`src/rtl/taiga_fifo_ext.sv`:
```
// taiga_fifo_ext: first-word-fall-through FIFO of arbitrary depth with occupancy,
// almost-full, flush and sticky error flags. Optional peak tracking: TAIGA_FIFO_PEAK_EN.
module taiga_fifo_ext #(
    parameter int DATA_WIDTH         = 70,
    parameter int FIFO_DEPTH         = 6,
    parameter int ALMOST_FULL_THRESH = FIFO_DEPTH - 1,
    localparam int PTR_W             = $clog2(FIFO_DEPTH),
    localparam int CNT_W             = $clog2(FIFO_DEPTH + 1)
) (
    input  logic                  clk,
    input  logic                  rst_n,
    input  logic                  push,
    input  logic [DATA_WIDTH-1:0] data_in,
    input  logic                  pop,
    input  logic                  flush,
    output logic [DATA_WIDTH-1:0] data_out,
    output logic                  valid,
    output logic                  full,
    output logic                  almost_full,
    output logic [CNT_W-1:0]      count,
    output logic                  overflow_err,
    output logic                  underflow_err,
    output logic [CNT_W-1:0]      peak_count
);

    logic [DATA_WIDTH-1:0] mem [FIFO_DEPTH];

    logic [PTR_W-1:0] rptr_q, rptr_d;
    logic [PTR_W-1:0] wptr_q, wptr_d;
    logic [CNT_W-1:0] count_q, count_d;
    logic             ovf_q, ovf_d;
    logic             unf_q, unf_d;
    logic             push_acc;
    logic             pop_acc;

    // Depth need not be a power of two, so wrap explicitly at the last slot.
    function automatic logic [PTR_W-1:0] ptr_inc(input logic [PTR_W-1:0] p);
        return (p == PTR_W'(FIFO_DEPTH - 1)) ? '0 : p + PTR_W'(1);
    endfunction

    assign valid       = (count_q != '0);
    assign full        = (count_q == CNT_W'(FIFO_DEPTH));
    assign almost_full = (count_q >= CNT_W'(ALMOST_FULL_THRESH));
    assign count       = count_q;
    assign overflow_err  = ovf_q;
    assign underflow_err = unf_q;
    assign data_out    = mem[rptr_q];

    assign pop_acc  = pop & valid;
    assign push_acc = push & (~full | pop_acc);

    always_comb begin
        rptr_d  = rptr_q;
        wptr_d  = wptr_q;
        count_d = count_q;
        ovf_d   = ovf_q;
        unf_d   = unf_q;
        if (flush) begin
            rptr_d  = '0;
            wptr_d  = '0;
            count_d = '0;
        end else begin
            if (push_acc) wptr_d = ptr_inc(wptr_q);
            if (pop_acc)  rptr_d = ptr_inc(rptr_q);
            unique case ({push_acc, pop_acc})
                2'b10:   count_d = count_q + CNT_W'(1);
                2'b01:   count_d = count_q - CNT_W'(1);
                default: count_d = count_q;
            endcase
            if (push & ~push_acc) ovf_d = 1'b1;
            if (pop & ~pop_acc)   unf_d = 1'b1;
        end
    end

    always_ff @(posedge clk or negedge rst_n) begin
        if (!rst_n) begin
            rptr_q  <= '0;
            wptr_q  <= '0;
            count_q <= '0;
            ovf_q   <= 1'b0;
            unf_q   <= 1'b0;
        end else begin
            rptr_q  <= rptr_d;
            wptr_q  <= wptr_d;
            count_q <= count_d;
            ovf_q   <= ovf_d;
            unf_q   <= unf_d;
        end
    end

    // Storage is deliberately not reset; valid gates its contents.
    always_ff @(posedge clk) begin
        if (push_acc & ~flush) mem[wptr_q] <= data_in;
    end

`ifdef TAIGA_FIFO_PEAK_EN
    logic [CNT_W-1:0] peak_q, peak_d;

    always_comb begin
        peak_d = peak_q;
        if (flush)                peak_d = '0;
        else if (count_d > peak_q) peak_d = count_d;
    end

    always_ff @(posedge clk or negedge rst_n) begin
        if (!rst_n) peak_q <= '0;
        else        peak_q <= peak_d;
    end

    assign peak_count = peak_q;
`else
    assign peak_count = '0;
`endif

endmodule

```
`config.mk`:
```
export PLATFORM = sky130hd
export DESIGN_NAME = taiga_fifo_ext
export DESIGN_NICKNAME = d
export VERILOG_FILES = /design/src/rtl/taiga_fifo_ext.sv
export SDC_FILE = /design/constraint.sdc
export NUM_CORES = 1
export LEC_CHECK = 0
export BUFFER_PORTS_ARGS = -buffer_cell sky130_fd_sc_hd__buf_4
export CAP_MARGIN = 20
export CORE_MARGIN = 4
export CORE_UTILIZATION = 25
export DETAILED_ROUTE_END_ITERATION = 10
export PLACE_DENSITY = 0.42
export SKIP_CTS_REPAIR_TIMING = 1
export SYNTH_ARGS = -nofsm -noshare
export SYNTH_HDL_FRONTEND = slang
export SYNTH_SLANG_ARGS = --single-unit
```
`constraint.sdc`:
```
create_clock -name clk -period 15.8 [get_ports clk]
set_input_delay 0.79 -clock clk [delete_from_list [all_inputs] [get_ports clk]]
set_output_delay 0.79 -clock clk [all_outputs]
set_load 0.03 [all_outputs]
```
# [Word level (Yosys, flattened, before mapping)]
# Memories as Yosys holds them, arrays and structs flattened.
# Index checks and enable logic that the tools add are counted.
[word_totals] register_bits=11 latchBits=0 ramBits=420 mem_bits_ro=0 in_bits=75 output_inout_bits=81 mem_count=1
[op_classes] n_addsub=4 multipliers=0 n_div=0 order_cmp=1 eq_ne=5 n_shift=0 n_mux=10 bitwise=10 reduce_logical=6
[mem_list] name="mem" words=6 word_bits=70 read_ports=1 rd_ports_with_merged_regs=0 write_ports=1 line_no="26" text="logic [DATA_WIDTH-1:0] mem [FIFO_DEPTH];"
[ops] op="two-way mux 3 bit" count=7
[ops] op="adder 3 x 1 -> 3 bit (second input constant)" count=3
[ops] op="== test 3 bit (second input constant)" count=3
[ops] op="case mux 3 bit (2 select lines)" count=1
[ops] op="nonzero test 3 bit" count=2
[ops] op="AND 1 bit" count=5
[ops] op="NOT 1 bit" count=4
[ops] op="AND reduction 2 bit" count=2
[ops] op="nonzero test 2 bit" count=2
[ops] op=">= comparator 3 bit (second input constant)" count=1
[ops] op="subtractor 3 x 1 -> 3 bit (second input constant)" count=1
[ops] op="== test 2 x 1 -> 1 bit (second input constant)" count=1
[ops] op="== test 2 bit (second input constant)" count=1
[ops] op="two-way mux 1 bit" count=2
[ops] op="bitwise OR 1 bit" count=1

# [Logic depth before layout (Yosys ltp)]
# Gate-level depths: netlist of run 1.
[logic_depth] ltp_word=7 mapped_depth=7 mapped_depth_nobuf=6

# [Worst setup path before layout of run 1]
# Ideal clock, no wire load.
[synth_timing] path_kind="input to register" startpoint="input push" endpoint="memory mem[5][0] (enable)" arrival_time_ns=8.403 required_time_ns=15.105 path_slack_ns=6.702 cell_stages=3 n_path_buf=1 path_cell_list="clkbuf_1 nand3_1 nor4b_1"
[synth_between] elab_chain_cells=4
[synth_rtl] item="start, declared" line_no="12" text="input logic push,"
[synth_rtl] item="AND 1 bit" line_no="50" text="assign push_acc = push & (~full | pop_acc);"
[synth_rtl] item="AND 1 bit" line_no="93" text="if (push_acc & ~flush) mem[wptr_q] <= data_in;"
[synth_rtl] item="two-way mux 1 bit" line_no="93"
[synth_rtl] item="two-way mux 1 bit (not written as such)" line_no="93"
[synth_rtl] item="end, declared" line_no="26"
# Every way passes these cells.

# [Worst setup path after layout of run 1]
[layout_timing] startpoint="register rptr_q[0]" endpoint="output data_out[35]"
[layout_between] elab_chain_cells=1
[layout_rtl] item="start, declared" line_no="28" text="logic [PTR_W-1:0] rptr_q, rptr_d;"
[layout_rtl] item="start signal, assigned" line_no="83" text="rptr_q <= rptr_d;"
[layout_rtl] item="memory (6 x 70 bit)"
[layout_rtl] item="end, declared" line_no="16" text="output logic [DATA_WIDTH-1:0] data_out,"
# Every way passes these cells.

==> results of run 1 <==
-- power by group --
| group | internal [mW] | total [mW] | switching (mW) |
|---|---|---|---|
| clock network | 0.587 | 1.02 | 0.436 |
| logic | 0.194 | 0.449 | 0.255 |
| registers | 1.28 | 1.31 | 0.0305 |
-- critical path, cell delays in order, from the launching register on --
cell,delay (ns)
dfrtp_4,0.86
buf_4,0.69
buf_4,0.77
mux4_2,0.59
nor2_1,0.10
a21oi_1,0.07
buf_4,0.23
-- state kept, by name, indices dropped and copies added, names as in the netlist --
signal / count
overflow_err: 1
count: 3
wptr_q: 3
underflow_err: 1
rptr_q: 3
mem: 420
-- area by class of cell --
| class | count | area, sq um | share of cell area |
|---|---|---|---|
| flip-flops and latches | 431 | 12900 | 0.645 |
| multi-input cells | 339 | 3310 | 0.166 |
| clock buffers | 63 | 1320 | 0.0661 |
| repair buffers | 169 | 1270 | 0.0634 |
| well taps | 855 | 1070 | 0.0535 |
| clock inverters | 25 | 120 | 0.00601 |
| inverters | 2 | 7.51 | 0.000375 |
-- layer usage --
metal,GRT usage,wire [um],vias up,part of all wire
met1,0.134,15800,4162,0.42
li1,-,-,3639,-
met5,0,73,-,0.0019
met4,0.0301,730,10,0.019
met3,0.0326,2470,64,0.066
met2,0.179,18600,175,0.49
-- kinds of logic (layout without fill, tap and decap cells) --
| logic type | count (synthesis) | after routing |
|---|---|---|
| DFF | 431 | 431 |
| muxes | 144 | 144 |
| and+or+nand+nor | 105 | 105 |
| AOI/OAI and AO/OA | 84 | 84 |
| buffers and inverters | 51 | 259 |
| xor gates and xnor gates | 2 | 2 |
| adders and majority gates | 1 | 1 |
| other | 1 | 3 |
-- metrics by stage --
stage               utilization  area (sq um)  power, mW  setup WS [ns]  instances
floorplan                     -         16400       1.65           6.70        821
global placement          0.287         18600       1.80          11.45       1796
detailed placement        0.287         18600       1.80          11.47       1796
CTS                       0.309         20000       2.85          10.83       1884
global route              0.309         20000       2.92          10.65       1884
finish                    0.309         20000       2.78          11.05       1884
-- cells in the final DEF, fill, tap and decap left out, drive strengths merged, types with 2 or more instances in the layout --
cell	count
buf	169
nor2	80
a31o	2
nor3b	3
conb	3
nor3	4
edfxtp	420
inv	3
nor2b	2
clkbuf	63
clkinv	23
dfrtp	11
mux4	70
mux2i	72
nand2b	3
nand2	6
a21oi	75
mux2	2
-- synth_stat cells, types with 2 or more instances --
master	count	share of area
buf_2	18	0.0055
nor2b_1	2	0.00076
buf_4	8	0.0037
a21oi_1	75	0.023
dfrtp_1	11	0.017
clkbuf_1	12	0.0027
mux4_2	70	0.096
inv_1	2	0.00046
nor2_1	80	0.018
nand2_1	6	0.0014
buf_1	7	0.0016
nor3_1	4	0.0012
edfxtp_1	420	0.77
mux2i_1	72	0.044
nor3b_1	3	0.0014
buf_6	2	0.0014
a31o_2	2	0.0011
nand2b_1	3	0.0011
-- final timing paths --
kind | startpoint | slack (ns) | endpoint
setup reg to reg | count[0] | 12.77 | mem[4][39]
hold / removal | rst_n | 0.05 | count[1]
hold reg to reg | overflow_err | 0.47 | overflow_err
min in group clk | data_in[56] | 0.43 | mem[5][56]
setup / recovery | rptr_q[0] | 11.05 | data_out[35]
max in group asynchronous | rst_n | 15.57 | rptr_q[0]
==> metrics.md, run 1 <==
| Metric | Value |
|---|---|
| Status | complete, no violations |
| Final min period | 4.75 ns |
| Leak Pwr | 6.49 nW |
| DR vias | 8050 |
| Simple-gate portion of the synthesized area | 0.0275 |
| Initial Util | 0.254 |
| Via-per-instance ratio | 4.27 |
| Fill cells | 6348 |
| Clk slew on worst S/H paths | 0.06 ns |
| Critical path arrival | 3.96 ns |
| Largest net degree at the start of global routing | 77 |
| Nets@finish | 1068 |
| Port Buffers | 152 |
| Max-cap violations | 0 |
| RSZ-0062 raised after global routing | no |
| Iteration-0 DRC Markers | 408 |
| Mux contribution to synthesized area | 0.141 |
| Yosys warnings | 0 |
| Diodes inserted | 0 |
| Power Density | 139 nW/um^2 |
| DRC Markers | 0 |
| Cells after Synth | 819 |
| Post-DR wirelength/cell | 20.0 um |
| FF+latch count, synth | 431 |
| Post-synthesis adder-cell area fraction | 0.00122 |
| Overall Global Routing Usage | 0.107 |
| Final Cycle Share | 0.301 |
| Clk buf depth | 3 |
| Post-Syn Area | 16400 sq um |
| Congestion Overflow GR | 0 |
| Worst-Margin Slew | 0.955 ns |
| Peak supply drop | 0.0723 mV |
| Required @ worst endpoint | 15.01 ns |
| Vias in the first global route | 8633 |
| Slew Viols, Final | 0 |
| FMAX | 211 MHz |
| EDFF count, synth | 420 |
| Mean Syn Cell Area | 20.1 sq um |
| Core area | 64700 sq um |
| Final hold vios | 0 |
| Clock latency on the worst-skew pair | 0.57 ns |
| Max transition margin | 0.364 |
| Row cnt | 93 |
| First-pass GRT wire length | 56500 um |
| Dpl hpwl | 20200 um |
| FFs w/ async S/R, synth | 0.0255 |
| Die X | 264 um |
| Startpoint types | register |
| Routability congestion estimate | 0.639 |
| # IOs | 156 |
| Clk sinks | 431 |
| Synthesis-to-finish area growth | 21.7% |
| Ys flop type | edfxtp_1 |
| Die height | 264 um |
| Die area | 69900 sq um |
| Hold WC Path Type | primary input to asynchronous set/reset pin |
| Setup Skew | 0.0204 ns |
| Worst R2R Path Depth | 6 |
| Endpoint class of the critical path | output pin |
| Num CTS Buffers | 49 |
| Root Driver | clkbuf_16 |
| Drt total wl | 37600 um |
| Hold_ws | 0.0504 ns |
| Fin Setup TNS | 0 ns |
| Compound-Gate Fraction of Synth Area | 0.0279 |
| Synth cell types | 40 |
| Antenna-violating nets left | 0 |
| Endpoints failing setup | 0 |
| H-tree levels | 2 |
| Clock tree from TritonCTS | yes |
| CP max FO | 42 |
| Largest family of logic cells by synthesized area | multiplexers |
| Xor/xnor share of the synthesized area | 0.00107 |
| Setup CP Type | register to output pin |
| Layout cells sized above 1 | 0.308 |
| Sequential element share of the synthesized area | 0.784 |
| Router iterations before antenna repair | 4 |
| Initial antenna violation count | 5 |
No activity file was read; power rests on OpenSTA's default activity.
==> inputs of run 2 (changes only) <==
--- a/config.mk
+++ b/config.mk
@@ -5,6 +5,7 @@
 export SDC_FILE = /design/constraint.sdc
 export NUM_CORES = 1
 export LEC_CHECK = 0
+export ABC_AREA = 1
 export BUFFER_PORTS_ARGS = -buffer_cell sky130_fd_sc_hd__buf_4
 export CAP_MARGIN = 20
 export CORE_MARGIN = 4
==> constraint.sdc (replaced) <==
create_clock -name clk -period 4.65 [get_ports clk]
set_input_delay 0.2325 -clock clk [delete_from_list [all_inputs] [get_ports clk]]
set_output_delay 0.2325 -clock clk [all_outputs]
set_load 0.03 [all_outputs]
==> run 2 against run 1 <==
  * Die area up 5.3%
  * Non-clock buffer count up 78
  * Design area up 8.0%
  * Clock skew down 0.0069 ns
  * Register-to-register slack worse by 11 ns
  * Clock power rose to 3.5 times the previous value
==> metrics.md, run 2 <==
| Metric | Value |
|---|---|
| Max transition margin | 0.321 (was 0.364) |
| Fin Setup TNS | 0 ns (unchanged) |
| Setup WS post-layout | 1.21 ns (was 11.05 ns) |
| Most common cell after layout, fill and taps aside | edfxtp_1 (unchanged) |
| Via-per-instance ratio | 4.31 (was 4.27) |
| Endpoints failing setup | 0 (unchanged) |
| Num CTS Buffers | 48 (was 49) |
| Layout cells sized above 1 | 0.224 (was 0.308) |
| Critical path arrival | 3.21 ns (was 3.96 ns) |
| Most frequent cells in the layout | 420 x edfxtp_1, 169 x buf_4, 119 x nor2_1, 119 x nand2_1, 114 x o21ai_0 (was 420 x edfxtp_1, 169 x buf_4, 79 x nor2_1) |
| DP Area | 19400 sq um (was 18600 sq um) |
| Initial antenna violation count | 2 (was 5) |
| Post-Place Cells | 2275 (was 1796) |
| EDFF count, synth | 420 (unchanged) |
| Dpl ws | 1.66 ns (was 11.47 ns) |
| Leak Pwr | 7.21 nW (was 6.49 nW) |
| Slew Viols, Final | 0 (unchanged) |
| DR vias | 10500 (was 8050) |
| Final Cycle Share | 0.740 |
| Antenna-violating nets left | 0 (unchanged) |
| Final min period | 3.44 ns |
| Post-DR wirelength/cell | 18.3 um (was 20.0 um) |
| Startpoint types | register (unchanged) |
| Clk buf depth | 3 (unchanged) |
| Row cnt | 96 (was 93) |
| Iteration-0 DRC Markers | 591 (was 408) |
| Dpl hpwl | 23500 um (was 20200 um) |
| Status | complete, no violations (unchanged) |
| FFs w/ async S/R, synth | 0.0255 (unchanged) |
| CP max FO | 55 (was 42) |
| Hold WC Path Type | primary input to asynchronous set/reset pin (unchanged) |
| Synth top area cells | edfxtp_1 73%, o21ai_0 3.3%, o21ai_1 3.0% (was edfxtp_1 77%, mux4_2 9.6%, mux2i_1 4.4%) |
| Clk slew on worst S/H paths | 0.06 ns (about the same) |
| Mean Syn Cell Area | 13.8 sq um (was 20.1 sq um) |
| Port Buffers | 152 (unchanged) |
| Worst-Margin Slew | 1.02 ns (was 0.955 ns) |
| CP max-delay cell | inv_2 (was dfrtp_4) |
| Critical Path Stages | 7 (was 6) |
| Synthesis-to-finish area growth | 24.6% (was 21.7%) |
| Die height | 271 um (was 264 um) |
| Yosys warnings | 0 (unchanged) |
| Power Density | 514 nW/um^2 (was 139 nW/um^2) |
| Final hold vios | 0 (unchanged) |
| Max FFs per register | 420 (unchanged) |
| Routability congestion estimate | 0.702 (was 0.639) |
| First-pass GRT wire length | 67800 um (was 56500 um) |
| Endpoint class of the critical path | output pin (unchanged) |
| Overall Global Routing Usage | 0.119 (was 0.107) |
| Peak supply drop | 0.314 mV (was 0.0723 mV) |
| # IOs | 156 (unchanged) |
| Family with the most delay on the worst path | buffers and inverters (unchanged) |
| DRC Markers | 0 (unchanged) |
| Biggest register | mem (unchanged) |
| Vias in the first global route | 10600 (was 8633) |
| Largest net degree at the start of global routing | 213 (was 77) |
| Post-Syn Area | 17300 sq um (was 16400 sq um) |
| FMAX | 291 MHz |
| RSZ-0062 raised after global routing | no (unchanged) |
| Most frequent cells after synthesis | 420 x edfxtp_1, 122 x nor2_1, 119 x nand2_1 (was 420 x edfxtp_1, 80 x nor2_1, 75 x a21oi_1) |
| FF+latch count, synth | 431 (unchanged) |
| Max-cap violations | 0 (unchanged) |
| Ys flop type | edfxtp_1 (unchanged) |
| Core area | 68700 sq um (was 64700 sq um) |
| Die area | 73600 sq um (was 69900 sq um) |
| Root Driver | clkbuf_16 (unchanged) |
| Drt total wl | 44700 um (was 37600 um) |
| Cell taking the most area after synthesis | edfxtp_1 (unchanged) |
| Setup Skew | 0.0136 ns (was 0.0204 ns) |
| Synth cell types | 28 (was 40) |
| Worst Path Buf+Inv | 3 (unchanged) |
| Most common cell in the synthesized netlist | edfxtp_1 (unchanged) |
| Clock latency on the worst-skew pair | 0.57 ns (about the same) |
| Initial Util | 0.252 (was 0.254) |
| Router iterations before antenna repair | 5 (was 4) |
| Sequential element share of the synthesized area | 0.744 (was 0.784) |
| Fin cells | 2438 (was 1884) |
| Setup CP Type | register to output pin (unchanged) |
| Required @ worst endpoint | 4.42 ns (was 15.01 ns) |
| H-tree levels | 2 (unchanged) |
| Congestion Overflow GR | 0 (unchanged) |
| Clk sinks | 431 (unchanged) |
| CP peak stage delay | 0.74 ns (was 0.86 ns) |
| Nets@finish | 1544 (was 1068) |
| Die X | 271 um (was 264 um) |
| Worst R2R Path Depth | 7 (was 6) |
| Yosys top cell area share | 0.728 (was 0.768) |
| Cells along the critical path | inv_2 -> buf_12 -> o21ai_0 -> o211ai_1 -> nand2_1 -> o21ai_1 -> buf_4 (was buf_4 -> buf_4 -> mux4_2 -> nor2_1 -> a21oi_1 -> buf_4) |
| Clock tree from TritonCTS | yes (unchanged) |
| Final Cell Area | 21600 sq um (was 20000 sq um) |
| Cells after Synth | 1253 (was 819) |
-- run 2: layout make-up --
class                      instances  area, sq um
timing repair buffer             247         2090
multi-input combinational        723         3900
antenna                            1         2.50
tap                              931         1160
fill                            6978        47100
sequential                       431        12900
inverter                          17         77.6
clock inverter                    28          199
clock buffer                      60         1270
-- run 2: routing by layer --
| metal | GRT usage | vias up | wire length, um |
|---|---|---|---|
| li1 | - | 5047 | - |
| met1 | 0.154 | 5255 | 20400 |
| met2 | 0.206 | 151 | 22100 |
| met3 | 0.0231 | 54 | 1490 |
| met4 | 0.0279 | 2 | 715 |
| met5 | 0 | - | 7 |
-- run 2: power by group --
group	internal [mW]	leakage (nW)	switching, mW
registers	4.37	3.94	0.0898
clock network	2.09	0.727	1.48
logic	0.973	2.55	2.09
total	7.43	7.21	3.66
-- run 2: final timing paths --
check	start	end	slack [ns]
worst max-delay path	rptr_q[1]	data_out[11]	1.21
worst min-delay path	rst_n	underflow_err	0.05
worst max register to register	count[0]	mem[4][31]	2.06
worst min register to register	underflow_err	underflow_err	0.48
max in group asynchronous	rst_n	rptr_q[0]	4.42
min in group clk	push	count[0]	0.10
-- run 2: metrics by stage --
stage	total power, mW	utilization	hold slack, ns
floorplan	6.58	-	-0.0631
global placement	7.64	0.282	0.0867
detailed placement	7.65	0.282	0.0871
CTS	11.3	0.303	-0.534
global route	11.7	0.314	0.0313
finish	11.1	0.314	0.0470
-- run 2: cells by family after synthesis --
family                   Yosys count  synth area share
buffers and inverters            101            0.0347
AO/OA/AOI/OAI                    290            0.0990
flip-flops                       431             0.744
adder cells (fa/ha/maj)            1           0.00116
other                              1          0.000216
AND/OR/NAND/NOR                  429             0.121
==> inputs of run 3 (changes only) <==
==> constraint.sdc (replaced) <==
create_clock -name clk -period 3.46 [get_ports clk]
set_input_delay 0.173 -clock clk [delete_from_list [all_inputs] [get_ports clk]]
set_output_delay 0.173 -clock clk [all_outputs]
set_load 0.03 [all_outputs]
==> run 3 against run 2 <==
  * Global-route usage decreased by 0.26 points
  * Die area stayed put
  * Highest routed layer is now met4
  * Final cell count about the same
  * Sequential share of layout area shrank 0.28 points
  * Largest power group unchanged
  * Wire length fell by 1.5%
  * Largest cell class unchanged
==> metrics.md, run 3 (synthesized netlist as in run 2, its figures left out) <==
| Metric | Value |
|---|---|
| Nets@finish | 1545 (was 1544) |
| Reg-to-Reg Start | count[0] (unchanged) |
| Hold Path Sink | wptr_q[1] |
| Root Driver | clkbuf_16 (unchanged) |
| Via-per-instance ratio | 4.33 (was 4.31) |
| H-tree levels | 2 (unchanged) |
| Iteration-0 DRC Markers | 525 (was 591) |
| Max-cap violations | 0 (unchanged) |
| Endpoint class of the critical path | output pin (unchanged) |
| Startpoint types | register (unchanged) |
| Final min period | 3.20 ns |
| Router iterations before antenna repair | 4 (was 5) |
| RR Endpoint | mem[4][35] (was mem[4][31]) |
| Endpoints failing setup | 0 (unchanged) |
| Row cnt | 96 (unchanged) |
| Initial antenna violation count | 1 (was 2) |
| Max FFs per register | 420 (unchanged) |
| Most frequent cells in the layout | 420 x edfxtp_1, 164 x buf_4, 119 x nor2_1, 119 x nand2_1, 114 x o21ai_0 (was 420 x edfxtp_1, 169 x buf_4, 119 x nor2_1, 119 x nand2_1, 114 x o21ai_0) |
| CP max FO | 212 (was 55) |
| Multi-input combinational cell area | 3910 sq um (was 3900 sq um) |
| Most common cell after layout, fill and taps aside | edfxtp_1 (unchanged) |
| Worst R2R Path Depth | 7 (unchanged) |
| Worst hold path depth | 4 |
| Overall Global Routing Usage | 0.116 (was 0.119) |
| Max transition margin | 0.0783 (was 0.321) |
| Tot Pwr | 14.9 mW (was 11.1 mW) |
| Status | complete, no violations (unchanged) |
| Biggest register | mem (unchanged) |
| Clk slew on worst S/H paths | 0.06 ns (about the same) |
| Initial Util | 0.252 (unchanged) |
| Clock share of power | 0.319 (was 0.321) |
| Internal Pwr Total | 10.0 mW (was 7.43 mW) |
| Dpl ws | 1.06 ns (was 1.66 ns) |
| Post-DR wirelength/cell | 18.1 um (was 18.3 um) |
| Final Cycle Share | 0.924 |
| Required @ worst endpoint | 3.29 ns (was 4.42 ns) |
| Slew Viols, Final | 0 (unchanged) |
| DP Area | 19500 sq um (was 19400 sq um) |
| Congestion Overflow GR | 0 (unchanged) |
| DR vias | 10600 (was 10500) |
| Final Cell Area | 21700 sq um (was 21600 sq um) |
| Setup WS post-layout | 0.264 ns (was 1.21 ns) |
| Fill cells | 6925 (was 6978) |
| Antenna-violating nets left | 0 (unchanged) |
| Hold WC Path Type | primary input to register (was primary input to asynchronous set/reset pin) |
| Final hold vios | 0 (unchanged) |
| Sequential Power Share | 0.398 (was 0.402) |
| Leak Pwr | 7.23 nW (was 7.21 nW) |
| Layout cells sized above 1 | 0.222 (was 0.224) |
| FF+latch area | 12900 sq um (unchanged) |
| Routability congestion estimate | 0.695 (was 0.702) |
| Peak supply drop | 0.651 mV (was 0.314 mV) |
| Largest net degree at the start of global routing | 213 (unchanged) |
| Setup CP Type | register to output pin (unchanged) |
| DRC Markers | 0 (unchanged) |
| Clk buf depth | 3 (unchanged) |
| Clock latency on the worst-skew pair | 0.56 ns (was 0.57 ns) |
| Clk sinks | 431 (unchanged) |
| Die X | 271 um (unchanged) |
| Switching fraction of total power | 0.329 (was 0.330) |
| Die area | 73600 sq um (unchanged) |
| Critical path arrival | 3.02 ns (was 3.21 ns) |
| Comb pwr share | 0.283 (was 0.276) |
| Die height | 271 um (unchanged) |
| Psw | 4.92 mW (was 3.66 mW) |
| Core area | 68700 sq um (unchanged) |
| Drt total wl | 44000 um (was 44700 um) |
| # IOs | 156 (unchanged) |
| Worst reg-to-reg setup slack | 1.08 ns (was 2.06 ns) |
| Port Buffers | 152 (unchanged) |
| Setup Skew | 0.00922 ns (was 0.0136 ns) |
| RSZ-0062 raised after global routing | no (unchanged) |
| Clock tree from TritonCTS | yes (unchanged) |
| Worst-Margin Slew | 1.38 ns (was 1.02 ns) |
| Hold Startpoint | push |
| Power Density | 689 nW/um^2 (was 514 nW/um^2) |
| Vias in the first global route | 10400 (was 10600) |
| Num CTS Buffers | 46 (was 48) |
| Dpl hpwl | 23900 um (was 23500 um) |
| FMAX | 313 MHz |
| First-pass GRT wire length | 66400 um (was 67800 um) |
| Synthesis-to-finish area growth | 25.2% (was 24.6%) |
-- run 3: worst max-delay path, cell delays in order, from the launching register on --
cell	delay, ns
dfrtp_4	0.47
buf_12	0.43
o21ai_0	0.26
o211ai_1	0.23
nand2_1	0.12
o21ai_1	0.18
buf_4	0.21
-- run 3: worst max path at each step --
| stage | start | endpoint | slack [ns] | cells after the start |
|---|---|---|---|---|
| after CTS | rptr_q[0] | data_out[7] | 0.48 | 6 |
| after global routing | rptr_q[0] | data_out[7] | 0.34 | 6 |
| after global placement | count[0] | mem[4][19] | 1.12 | 7 |
| after detailed placement | count[0] | mem[4][23] | 1.06 | 7 |
| final | rptr_q[0] | data_out[7] | 0.26 | 6 |
| after floorplan | count[0] | mem[1][0] | -1.06 | 6 |
-- run 3: power groups by stage --
stage / Combinational, mW / Clock, mW / Sequential [mW]
after global placement: 4.26 / 0 / 6.05
after CTS: 4.28 / 4.94 / 5.95
final: 4.23 / 4.76 / 5.95
after detailed placement: 4.27 / 0 / 6.06
after global routing: 4.63 / 5.16 / 5.96
after floorplan: 2.76 / 0 / 6.08
-- run 3: stage by stage --
step	utilization	cells	hold WS, ns	setup TNS [ns]
final	0.316	2436	0.0394	0
after global routing	0.316	2435	0.0313	0
after CTS	0.305	2360	-0.597	0
after detailed placement	0.284	2277	0.0270	0
after global placement	0.284	2277	0.0287	0
after floorplan	-	1255	-0.123	-203.03
-- run 3: layer usage --
layer	up-vias	routed length, um	track usage
met3	60	1520	0.0238
met5	-	0	0
met4	0	1070	0.0372
li1	5041	-	-
met1	5274	20100	0.151
met2	179	21300	0.196
-- run 3: area by class of cell --
class / instances / share of cell area
Antenna cell: 1 / 0.000115
Tap cell: 931 / 0.0537
Timing Repair Buffer: 250 / 0.102
Inverter: 17 / 0.00352
Clock buffer: 62 / 0.0588
Clock inverter: 21 / 0.00779
Sequential cell: 431 / 0.594
Multi-Input combinational cell: 723 / 0.180
